$ cat src/rtl/spi_bus_arbiter_if.sv
// Signal bundle for the two upstream SPI masters and the shared slave bus.
// The master modport is the arbiter's view; slave is the board-side view.
interface spi_bus_arbiter_if;
  logic A_SPI_CLK_IN;
  logic A_SPI_MOSI_IN;
  logic A_SPI_NSS_IN;
  logic A_SPI_MISO_OUT;
  logic A_GNT;
  logic B_SPI_CLK_IN;
  logic B_SPI_MOSI_IN;
  logic B_SPI_NSS_IN;
  logic B_SPI_MISO_OUT;
  logic B_GNT;
  logic SPI_CLK_OUT;
  logic SPI_MOSI_OUT;
  logic SPI_NSS_OUT;
  logic SPI_MISO_IN;
  logic BUSY;
  logic TIMEOUT_FLAG;

  modport master (
    input  A_SPI_CLK_IN,
    input  A_SPI_MOSI_IN,
    input  A_SPI_NSS_IN,
    output A_SPI_MISO_OUT,
    output A_GNT,
    input  B_SPI_CLK_IN,
    input  B_SPI_MOSI_IN,
    input  B_SPI_NSS_IN,
    output B_SPI_MISO_OUT,
    output B_GNT,
    output SPI_CLK_OUT,
    output SPI_MOSI_OUT,
    output SPI_NSS_OUT,
    input  SPI_MISO_IN,
    output BUSY,
    output TIMEOUT_FLAG
  );

  modport slave (
    output A_SPI_CLK_IN,
    output A_SPI_MOSI_IN,
    output A_SPI_NSS_IN,
    input  A_SPI_MISO_OUT,
    input  A_GNT,
    output B_SPI_CLK_IN,
    output B_SPI_MOSI_IN,
    output B_SPI_NSS_IN,
    input  B_SPI_MISO_OUT,
    input  B_GNT,
    input  SPI_CLK_OUT,
    input  SPI_MOSI_OUT,
    input  SPI_NSS_OUT,
    output SPI_MISO_IN,
    input  BUSY,
    input  TIMEOUT_FLAG
  );
endinterface

$ cat src/rtl/spi_bus_arbiter.sv
// Per-transaction arbiter sharing one SPI slave bus between masters A and B.
// Define SPI_ARB_TIMEOUT_EN to enable forced release of long grants.
module spi_bus_arbiter #(
  parameter int SYNC_STAGES    = 2,
  parameter int GUARD_CYCLES   = 4,
  parameter int TIMEOUT_CYCLES = 65535,
  parameter bit CPOL           = 1'b0
) (
  input  logic              CLK,
  input  logic              RST,
  spi_bus_arbiter_if.master bus
);

  localparam int GW =
    (GUARD_CYCLES > 1) ? $clog2(GUARD_CYCLES) : 1;
  localparam logic [GW-1:0] GUARD_LOAD =
    GW'(GUARD_CYCLES - 1);

  typedef enum logic [1:0] {
    IDLE,
    GNT_A,
    GNT_B,
    GUARD
  } state_e;

  if (SYNC_STAGES < 2) begin : g_bad_sync
    $error("SYNC_STAGES must be >= 2");
  end
  if (GUARD_CYCLES < 1) begin : g_bad_guard
    $error("GUARD_CYCLES must be >= 1");
  end

  logic [SYNC_STAGES-1:0] sync_a_q;
  logic [SYNC_STAGES-1:0] sync_a_d;
  logic [SYNC_STAGES-1:0] sync_b_q;
  logic [SYNC_STAGES-1:0] sync_b_d;
  logic                   req_a;
  logic                   req_b;

  state_e                 state_q;
  state_e                 state_d;
  state_e                 idle_next;
  logic [GW-1:0]          guard_q;
  logic [GW-1:0]          guard_d;
  logic                   last_b_q;
  logic                   last_b_d;
  logic                   gnt_a_q;
  logic                   gnt_a_d;
  logic                   gnt_b_q;
  logic                   gnt_b_d;
  logic                   busy_q;
  logic                   busy_d;
  logic                   timeout_ev;
  logic                   to_hit;
  logic                   lock_a;
  logic                   lock_b;
  logic                   eff_a;
  logic                   eff_b;

  // Shift inverted NSS into the request synchronizers.
  always_comb begin
    sync_a_d = {sync_a_q[SYNC_STAGES-2:0], ~bus.A_SPI_NSS_IN};
    sync_b_d = {sync_b_q[SYNC_STAGES-2:0], ~bus.B_SPI_NSS_IN};
  end

  // Synchronizer flops; reset means "not requesting".
  always_ff @(posedge CLK) begin
    if (RST) begin
      sync_a_q <= '0;
      sync_b_q <= '0;
    end else begin
      sync_a_q <= sync_a_d;
      sync_b_q <= sync_b_d;
    end
  end

  assign req_a = sync_a_q[SYNC_STAGES-1];
  assign req_b = sync_b_q[SYNC_STAGES-1];

`ifdef SPI_ARB_TIMEOUT_EN
  localparam logic [15:0] TO_LAST = 16'(TIMEOUT_CYCLES - 1);

  logic [15:0] gcnt_q;
  logic [15:0] gcnt_d;
  logic        lock_a_q;
  logic        lock_a_d;
  logic        lock_b_q;
  logic        lock_b_d;
  logic        to_flag_q;
  logic        to_flag_d;

  assign to_hit = (gcnt_q == TO_LAST);
  assign lock_a = lock_a_q;
  assign lock_b = lock_b_q;
  assign bus.TIMEOUT_FLAG = to_flag_q;

  // Grant-age counter, sticky flag and per-master lockout.
  always_comb begin
    gcnt_d    = gcnt_q;
    lock_a_d  = lock_a_q;
    lock_b_d  = lock_b_q;
    to_flag_d = to_flag_q | timeout_ev;
    if (state_d != state_q) begin
      gcnt_d = '0;
    end else if (state_q == GNT_A || state_q == GNT_B) begin
      gcnt_d = gcnt_q + 16'd1;
    end
    if (!req_a) begin
      lock_a_d = 1'b0;
    end
    if (!req_b) begin
      lock_b_d = 1'b0;
    end
    if (timeout_ev && state_q == GNT_A) begin
      lock_a_d = 1'b1;
    end
    if (timeout_ev && state_q == GNT_B) begin
      lock_b_d = 1'b1;
    end
  end

  // Timeout bookkeeping registers.
  always_ff @(posedge CLK) begin
    if (RST) begin
      gcnt_q    <= '0;
      lock_a_q  <= 1'b0;
      lock_b_q  <= 1'b0;
      to_flag_q <= 1'b0;
    end else begin
      gcnt_q    <= gcnt_d;
      lock_a_q  <= lock_a_d;
      lock_b_q  <= lock_b_d;
      to_flag_q <= to_flag_d;
    end
  end
`else
  logic unused_timeout;

  assign to_hit = 1'b0;
  assign lock_a = 1'b0;
  assign lock_b = 1'b0;
  assign bus.TIMEOUT_FLAG = 1'b0;
  assign unused_timeout =
    timeout_ev ^ (TIMEOUT_CYCLES != 0);
`endif

  assign eff_a = req_a & ~lock_a;
  assign eff_b = req_b & ~lock_b;

  // Idle arbitration: sole requester wins, ties alternate.
  always_comb begin
    idle_next = IDLE;
    if (eff_a && eff_b) begin
      idle_next = last_b_q ? GNT_A : GNT_B;
    end else if (eff_a) begin
      idle_next = GNT_A;
    end else if (eff_b) begin
      idle_next = GNT_B;
    end
  end

  // Next state, guard countdown and registered output values.
  always_comb begin
    state_d    = state_q;
    guard_d    = guard_q;
    timeout_ev = 1'b0;
    unique case (state_q)
      IDLE: begin
        state_d = idle_next;
      end
      GNT_A: begin
        if (!req_a) begin
          state_d = GUARD;
          guard_d = GUARD_LOAD;
        end else if (to_hit) begin
          state_d    = GUARD;
          guard_d    = GUARD_LOAD;
          timeout_ev = 1'b1;
        end
      end
      GNT_B: begin
        if (!req_b) begin
          state_d = GUARD;
          guard_d = GUARD_LOAD;
        end else if (to_hit) begin
          state_d    = GUARD;
          guard_d    = GUARD_LOAD;
          timeout_ev = 1'b1;
        end
      end
      GUARD: begin
        if (guard_q == '0) begin
          state_d = idle_next;
        end else begin
          guard_d = guard_q - 1'b1;
        end
      end
      default: begin
        state_d = IDLE;
      end
    endcase

    last_b_d = last_b_q;
    if (state_d == GNT_A && state_q != GNT_A) begin
      last_b_d = 1'b0;
    end
    if (state_d == GNT_B && state_q != GNT_B) begin
      last_b_d = 1'b1;
    end

    gnt_a_d = (state_d == GNT_A);
    gnt_b_d = (state_d == GNT_B);
    busy_d  = (state_d != IDLE);
  end

  // Arbiter FSM and its registered status outputs.
  always_ff @(posedge CLK) begin
    if (RST) begin
      state_q  <= IDLE;
      guard_q  <= '0;
      last_b_q <= 1'b1;
      gnt_a_q  <= 1'b0;
      gnt_b_q  <= 1'b0;
      busy_q   <= 1'b0;
    end else begin
      state_q  <= state_d;
      guard_q  <= guard_d;
      last_b_q <= last_b_d;
      gnt_a_q  <= gnt_a_d;
      gnt_b_q  <= gnt_b_d;
      busy_q   <= busy_d;
    end
  end

  assign bus.A_GNT = gnt_a_q;
  assign bus.B_GNT = gnt_b_q;
  assign bus.BUSY  = busy_q;

  // Bus steering by registered owner; parked bus when unowned.
  always_comb begin
    bus.SPI_NSS_OUT    = 1'b1;
    bus.SPI_CLK_OUT    = CPOL;
    bus.SPI_MOSI_OUT   = 1'b0;
    bus.A_SPI_MISO_OUT = 1'b0;
    bus.B_SPI_MISO_OUT = 1'b0;
    unique case (state_q)
      GNT_A: begin
        bus.SPI_NSS_OUT    = bus.A_SPI_NSS_IN;
        bus.SPI_CLK_OUT    = bus.A_SPI_CLK_IN;
        bus.SPI_MOSI_OUT   = bus.A_SPI_MOSI_IN;
        bus.A_SPI_MISO_OUT = bus.SPI_MISO_IN;
      end
      GNT_B: begin
        bus.SPI_NSS_OUT    = bus.B_SPI_NSS_IN;
        bus.SPI_CLK_OUT    = bus.B_SPI_CLK_IN;
        bus.SPI_MOSI_OUT   = bus.B_SPI_MOSI_IN;
        bus.B_SPI_MISO_OUT = bus.SPI_MISO_IN;
      end
      default: begin
      end
    endcase
  end

  a_one_owner: assert property (
    @(posedge CLK) disable iff (RST)
    !(gnt_a_q && gnt_b_q));

  a_gnt_a_state: assert property (
    @(posedge CLK) disable iff (RST)
    gnt_a_q == (state_q == GNT_A));

  a_gnt_b_state: assert property (
    @(posedge CLK) disable iff (RST)
    gnt_b_q == (state_q == GNT_B));

  a_parked_nss: assert property (
    @(posedge CLK) disable iff (RST)
    (!gnt_a_q && !gnt_b_q) |-> bus.SPI_NSS_OUT);

endmodule

$ cat src/flat_wrapper.sv
// flat-port wrapper written by rule: the top's interface ports become plain ports
module spi_bus_arbiter_flat 
#(
  parameter int SYNC_STAGES    = 2,
  parameter int GUARD_CYCLES   = 4,
  parameter int TIMEOUT_CYCLES = 65535,
  parameter bit CPOL           = 1'b0
)
  (CLK, RST, bus_A_SPI_CLK_IN, bus_A_SPI_MOSI_IN, bus_A_SPI_NSS_IN, bus_A_SPI_MISO_OUT, bus_A_GNT, bus_B_SPI_CLK_IN, bus_B_SPI_MOSI_IN, bus_B_SPI_NSS_IN, bus_B_SPI_MISO_OUT, bus_B_GNT, bus_SPI_CLK_OUT, bus_SPI_MOSI_OUT, bus_SPI_NSS_OUT, bus_SPI_MISO_IN, bus_BUSY, bus_TIMEOUT_FLAG);
  spi_bus_arbiter_if bus_i ();
  input  logic CLK;
  input  logic RST;
  input wire logic [$bits(bus_i.A_SPI_CLK_IN)-1:0] bus_A_SPI_CLK_IN;
  input wire logic [$bits(bus_i.A_SPI_MOSI_IN)-1:0] bus_A_SPI_MOSI_IN;
  input wire logic [$bits(bus_i.A_SPI_NSS_IN)-1:0] bus_A_SPI_NSS_IN;
  output wire logic [$bits(bus_i.A_SPI_MISO_OUT)-1:0] bus_A_SPI_MISO_OUT;
  output wire logic [$bits(bus_i.A_GNT)-1:0] bus_A_GNT;
  input wire logic [$bits(bus_i.B_SPI_CLK_IN)-1:0] bus_B_SPI_CLK_IN;
  input wire logic [$bits(bus_i.B_SPI_MOSI_IN)-1:0] bus_B_SPI_MOSI_IN;
  input wire logic [$bits(bus_i.B_SPI_NSS_IN)-1:0] bus_B_SPI_NSS_IN;
  output wire logic [$bits(bus_i.B_SPI_MISO_OUT)-1:0] bus_B_SPI_MISO_OUT;
  output wire logic [$bits(bus_i.B_GNT)-1:0] bus_B_GNT;
  output wire logic [$bits(bus_i.SPI_CLK_OUT)-1:0] bus_SPI_CLK_OUT;
  output wire logic [$bits(bus_i.SPI_MOSI_OUT)-1:0] bus_SPI_MOSI_OUT;
  output wire logic [$bits(bus_i.SPI_NSS_OUT)-1:0] bus_SPI_NSS_OUT;
  input wire logic [$bits(bus_i.SPI_MISO_IN)-1:0] bus_SPI_MISO_IN;
  output wire logic [$bits(bus_i.BUSY)-1:0] bus_BUSY;
  output wire logic [$bits(bus_i.TIMEOUT_FLAG)-1:0] bus_TIMEOUT_FLAG;
  assign bus_i.A_SPI_CLK_IN = bus_A_SPI_CLK_IN;
  assign bus_i.A_SPI_MOSI_IN = bus_A_SPI_MOSI_IN;
  assign bus_i.A_SPI_NSS_IN = bus_A_SPI_NSS_IN;
  assign bus_A_SPI_MISO_OUT = bus_i.A_SPI_MISO_OUT;
  assign bus_A_GNT = bus_i.A_GNT;
  assign bus_i.B_SPI_CLK_IN = bus_B_SPI_CLK_IN;
  assign bus_i.B_SPI_MOSI_IN = bus_B_SPI_MOSI_IN;
  assign bus_i.B_SPI_NSS_IN = bus_B_SPI_NSS_IN;
  assign bus_B_SPI_MISO_OUT = bus_i.B_SPI_MISO_OUT;
  assign bus_B_GNT = bus_i.B_GNT;
  assign bus_SPI_CLK_OUT = bus_i.SPI_CLK_OUT;
  assign bus_SPI_MOSI_OUT = bus_i.SPI_MOSI_OUT;
  assign bus_SPI_NSS_OUT = bus_i.SPI_NSS_OUT;
  assign bus_i.SPI_MISO_IN = bus_SPI_MISO_IN;
  assign bus_BUSY = bus_i.BUSY;
  assign bus_TIMEOUT_FLAG = bus_i.TIMEOUT_FLAG;
  spi_bus_arbiter #(.SYNC_STAGES(SYNC_STAGES), .GUARD_CYCLES(GUARD_CYCLES), .TIMEOUT_CYCLES(TIMEOUT_CYCLES), .CPOL(CPOL)) u_core (.CLK(CLK), .RST(RST), .bus(bus_i));
endmodule
$ cat config.mk
export PLATFORM = sky130hd
export DESIGN_NAME = spi_bus_arbiter_flat
export DESIGN_NICKNAME = d
export VERILOG_FILES = /design/src/rtl/spi_bus_arbiter_if.sv /design/src/rtl/spi_bus_arbiter.sv /design/src/flat_wrapper.sv
export SDC_FILE = /design/constraint.sdc
export NUM_CORES = 1
export LEC_CHECK = 0
export CAP_MARGIN = 40
export CELL_PAD_IN_SITES_DETAIL_PLACEMENT = 0
export CELL_PAD_IN_SITES_GLOBAL_PLACEMENT = 1
export CORE_ASPECT_RATIO = 1.2
export CORE_MARGIN = 2
export CORE_UTILIZATION = 29
export CTS_CLUSTER_SIZE = 30
export DETAILED_ROUTE_END_ITERATION = 6
export PLACE_DENSITY = 0.73
export SETUP_SLACK_MARGIN = 0.02
export SLEW_MARGIN = 5
export SYNTH_ARGS = -nofsm -noshare
export SYNTH_HDL_FRONTEND = slang
export SYNTH_SLANG_ARGS = --single-unit
$ cat constraint.sdc
create_clock -name CLK -period 1.65 [get_ports CLK]
set_input_delay 0.33 -clock CLK [delete_from_list [all_inputs] [get_ports CLK]]
set_output_delay 0.33 -clock CLK [all_outputs]
set_load 0.02 [all_outputs]
==> flow_metrics.tcl <==
set metrics [dict create \
    drtIter0Drc 22 \
    multi_input_area_um2 427 \
    powerDensity_nw_per_um2 666 \
    dp_hpwl_mm 1.03 \
    slew_violations 0 \
    grt_pass1_wl_mm 2.07 \
    cp.arrival_ps 1780 \
    fill_cells 208 \
    rows 18 \
    yosys_warnings 0 \
    clockRootBuffer "clkbuf_4" \
    grt_pass1_vias 524 \
    nets 110 \
    clock_latency_ps 270 \
    ctsHoldBuffers 0 \
    die_w_um 46.2 \
    seqCellArea_um2 248 \
    vias 582 \
    wl_mm 1.35 \
    netlist.area_leader.share_pct 38.8 \
    numPortBuffers 16 \
    period_share_pct 95.9 \
    finalInstanceArea_um2 966 \
    required_ps 1850 \
    grt.total_usage_pct 11.9 \
    grt_max_degree 14 \
    cts_sinks 12 \
    p_sw_uw 150 \
    overflow 0 \
    fmax_ghz 0.632 \
    cts_buffer_depth 2 \
    htree_num_levels 1 \
    use_met3_pct 5.61 \
    p_seq_share_pct 47.8 \
    cts_tree "done" \
    diodes 0 \
    routedWlPerCell_um 10.8 \
    placedInstanceArea_um2 836 \
    gr-max-usage-layer "met2" \
    synth_nets 86 \
    grt_use_met1_pct 12.1 \
    coreArea_um2 2050 \
    antenna_found_initial 0 \
    fin_crit_ps 1580 \
    hold_class "flip-flop to flip-flop" \
    syn_area_per_cell_um2 8.60 \
    path_class "flip-flop to flip-flop" \
    endpoint_kind "flip-flop" \
    finalHoldViolCount 0 \
    seq_area_frac_synth_pct 38.8 \
    numCtsBuffers 3 \
    final_antenna_net_count 0 \
    clk_pin_slew_ps 70 \
    drv_cap 0 \
    use_met2_pct 20.6 \
    synth_top_area_cell "dfxtp_1" \
    synthDistinctLibCells 28 \
    synth_seq_cells 12 \
    p_int_uw 493 \
    netlist_area_um2 619 \
    power.total_uw 643 \
    status "finished, final reports clean" \
    yosys-top-cells-area "dfxtp_1, ha_1, nor2_1, nor2b_1, a22oi_1" \
    floorplan.io_pins 18 \
    pwr-share-clk_pct 34.9 \
    cp-start-kind "flip-flop" \
    clock_skew_ps 5.79 \
    die_h_um 54.6 \
    drt_pass1_iterations 5 \
    drive_gt1_share_pct 34.7 \
    cp_max_fo 5 \
    switching_share_pct 23.3 \
    tns_ps 0 \
    drc 0 \
    postSynthCellCount 72 \
    dieArea_um2 2520 \
    power.leakage_uw 0.000367 \
    routabilityCongestion 0.783 \
    rsz0062_at_grt "true" \
    finalSetupViolCount 0 \
    avgViaCountPerCell 4.66 \
    max-vdd-ir-drop_v 0.000610 \
    hold_slack_ps 437 \
    pwr-share-comb_pct 17.3 \
    synthToLayoutAreaGrowth_pct 56.0 \
    floorplan.initialDensity_pct 30.2 \
]
==> through the flow <==
stage	worst slack, ps	utilization (%)	instances
2_1_floorplan	229	-	72
3_3_place_gp	-266	40.8	120
3_5_place_dp	-279	40.8	120
4_1_cts	-8.53	42.5	124
5_1_grt	-10.4	47.1	125
6_report	67.5	47.1	125
==> layout make-up <==
| type | instances | area share, % |
|---|---|---|
| inverter | 5 | 2.20 |
| sequential | 12 | 25.6 |
| tap | 30 | 3.89 |
| multi-input combinational | 51 | 44.2 |
| timing repair buffer | 23 | 20.3 |
| clock buffer | 4 | 3.76 |
==> state kept, by name, indices dropped and copies added (netlist names) <==
register          count
u_core.sync_b_q       2
u_core.bus.B_GNT      1
u_core.bus.BUSY       1
u_core.last_b_q       1
u_core.sync_a_q       2
u_core.bus.A_GNT      1
u_core.state_q        2
u_core.guard_q        2
==> placed cells by master (no fill, tap or decap), types with 3 or more instances in the layout <==
| master | n |
|---|---|
| buf_2 | 3 |
| buf_4 | 8 |
| ha_4 | 4 |
| clkdlybuf4s50_1 | 11 |
| nor2b_1 | 3 |
| nand2_1 | 4 |
| clkbuf_4 | 3 |
| inv_1 | 3 |
| dfxtp_1 | 10 |
| nor2_1 | 10 |
==> Yosys cell counts <==
| cell type | number |
|---|---|
| and3_1 | 1 |
| buf_4 | 3 |
| nor2_1 | 11 |
| nand2b_1 | 3 |
| o221ai_1 | 1 |
| a21oi_1 | 1 |
| nand3_1 | 1 |
| a21boi_1 | 1 |
| a221oi_2 | 1 |
| a32oi_1 | 1 |
| a221o_1 | 1 |
| nor2b_1 | 4 |
| a22oi_1 | 3 |
| o21a_1 | 1 |
| ha_1 | 5 |
| o21ai_1 | 1 |
| inv_1 | 5 |
| a21o_1 | 2 |
| clkbuf_1 | 1 |
| dfxtp_1 | 12 |
| a211oi_1 | 2 |
| nor3_1 | 1 |
| nor2_2 | 1 |
| nand2_1 | 4 |
| and2_1 | 2 |
| conb_1 | 1 |
| nor4_1 | 1 |
| a31oi_1 | 1 |
==> cells by family after synthesis <==
logic type | after synthesis | synth area share (%)
AOI/OAI and AO/OA | 16 | 20.4
adders and majority gates | 5 | 10.1
other | 1 | 0.605
and+or+nand+nor | 29 | 22.8
DFF | 12 | 38.8
buffers and inverters | 9 | 7.27
==> final timing paths <==
| path | from | cells after the start | slack [ps] | end |
|---|---|---|---|---|
| hold / removal | u_core.sync_a_q[0] | 1 | 440 | u_core.sync_a_q[1] |
| setup reg to reg | u_core.state_q[1] | 7 | 70 | u_core.last_b_q |
| hold reg to reg | u_core.sync_a_q[0] | 1 | 440 | u_core.sync_a_q[1] |
| setup / recovery | u_core.state_q[1] | 7 | 70 | u_core.last_b_q |
==> critical path: stages, from the launching register on <==
cell and delay, ps:
dfxtp_4 360, inv_2 100, ha_4 170, buf_4 140
nand2b_1 90, a221oi_4 290, o221ai_1 200, a32oi_1 180
==> metal layers <==
| metal | vias to the layer above | share of wire [%] |
|---|---|---|
| met4 | 0 | 1.2 |
| met5 | - | 0 |
| met3 | 4 | 7.3 |
| met1 | 262 | 36 |
| li1 | 289 | - |
| met2 | 27 | 55 |
==> power groups by stage <==
stage / Clock [uW] / Sequential [uW] / Combinational (uW)
after floorplan: 0 / 318 / 51.0
after global placement: 0 / 315 / 96.0
after detailed placement: 0 / 316 / 98.0
after CTS: 233 / 309 / 97.0
after global routing: 246 / 309 / 122
final: 224 / 308 / 111
==> timing repair <==
item,CTS,global route
resized for setup,23,22
pin swaps,0,8
setup endpoints to repair,7,13
buffers inserted,0,1
(Power assumes the default switching activity.)
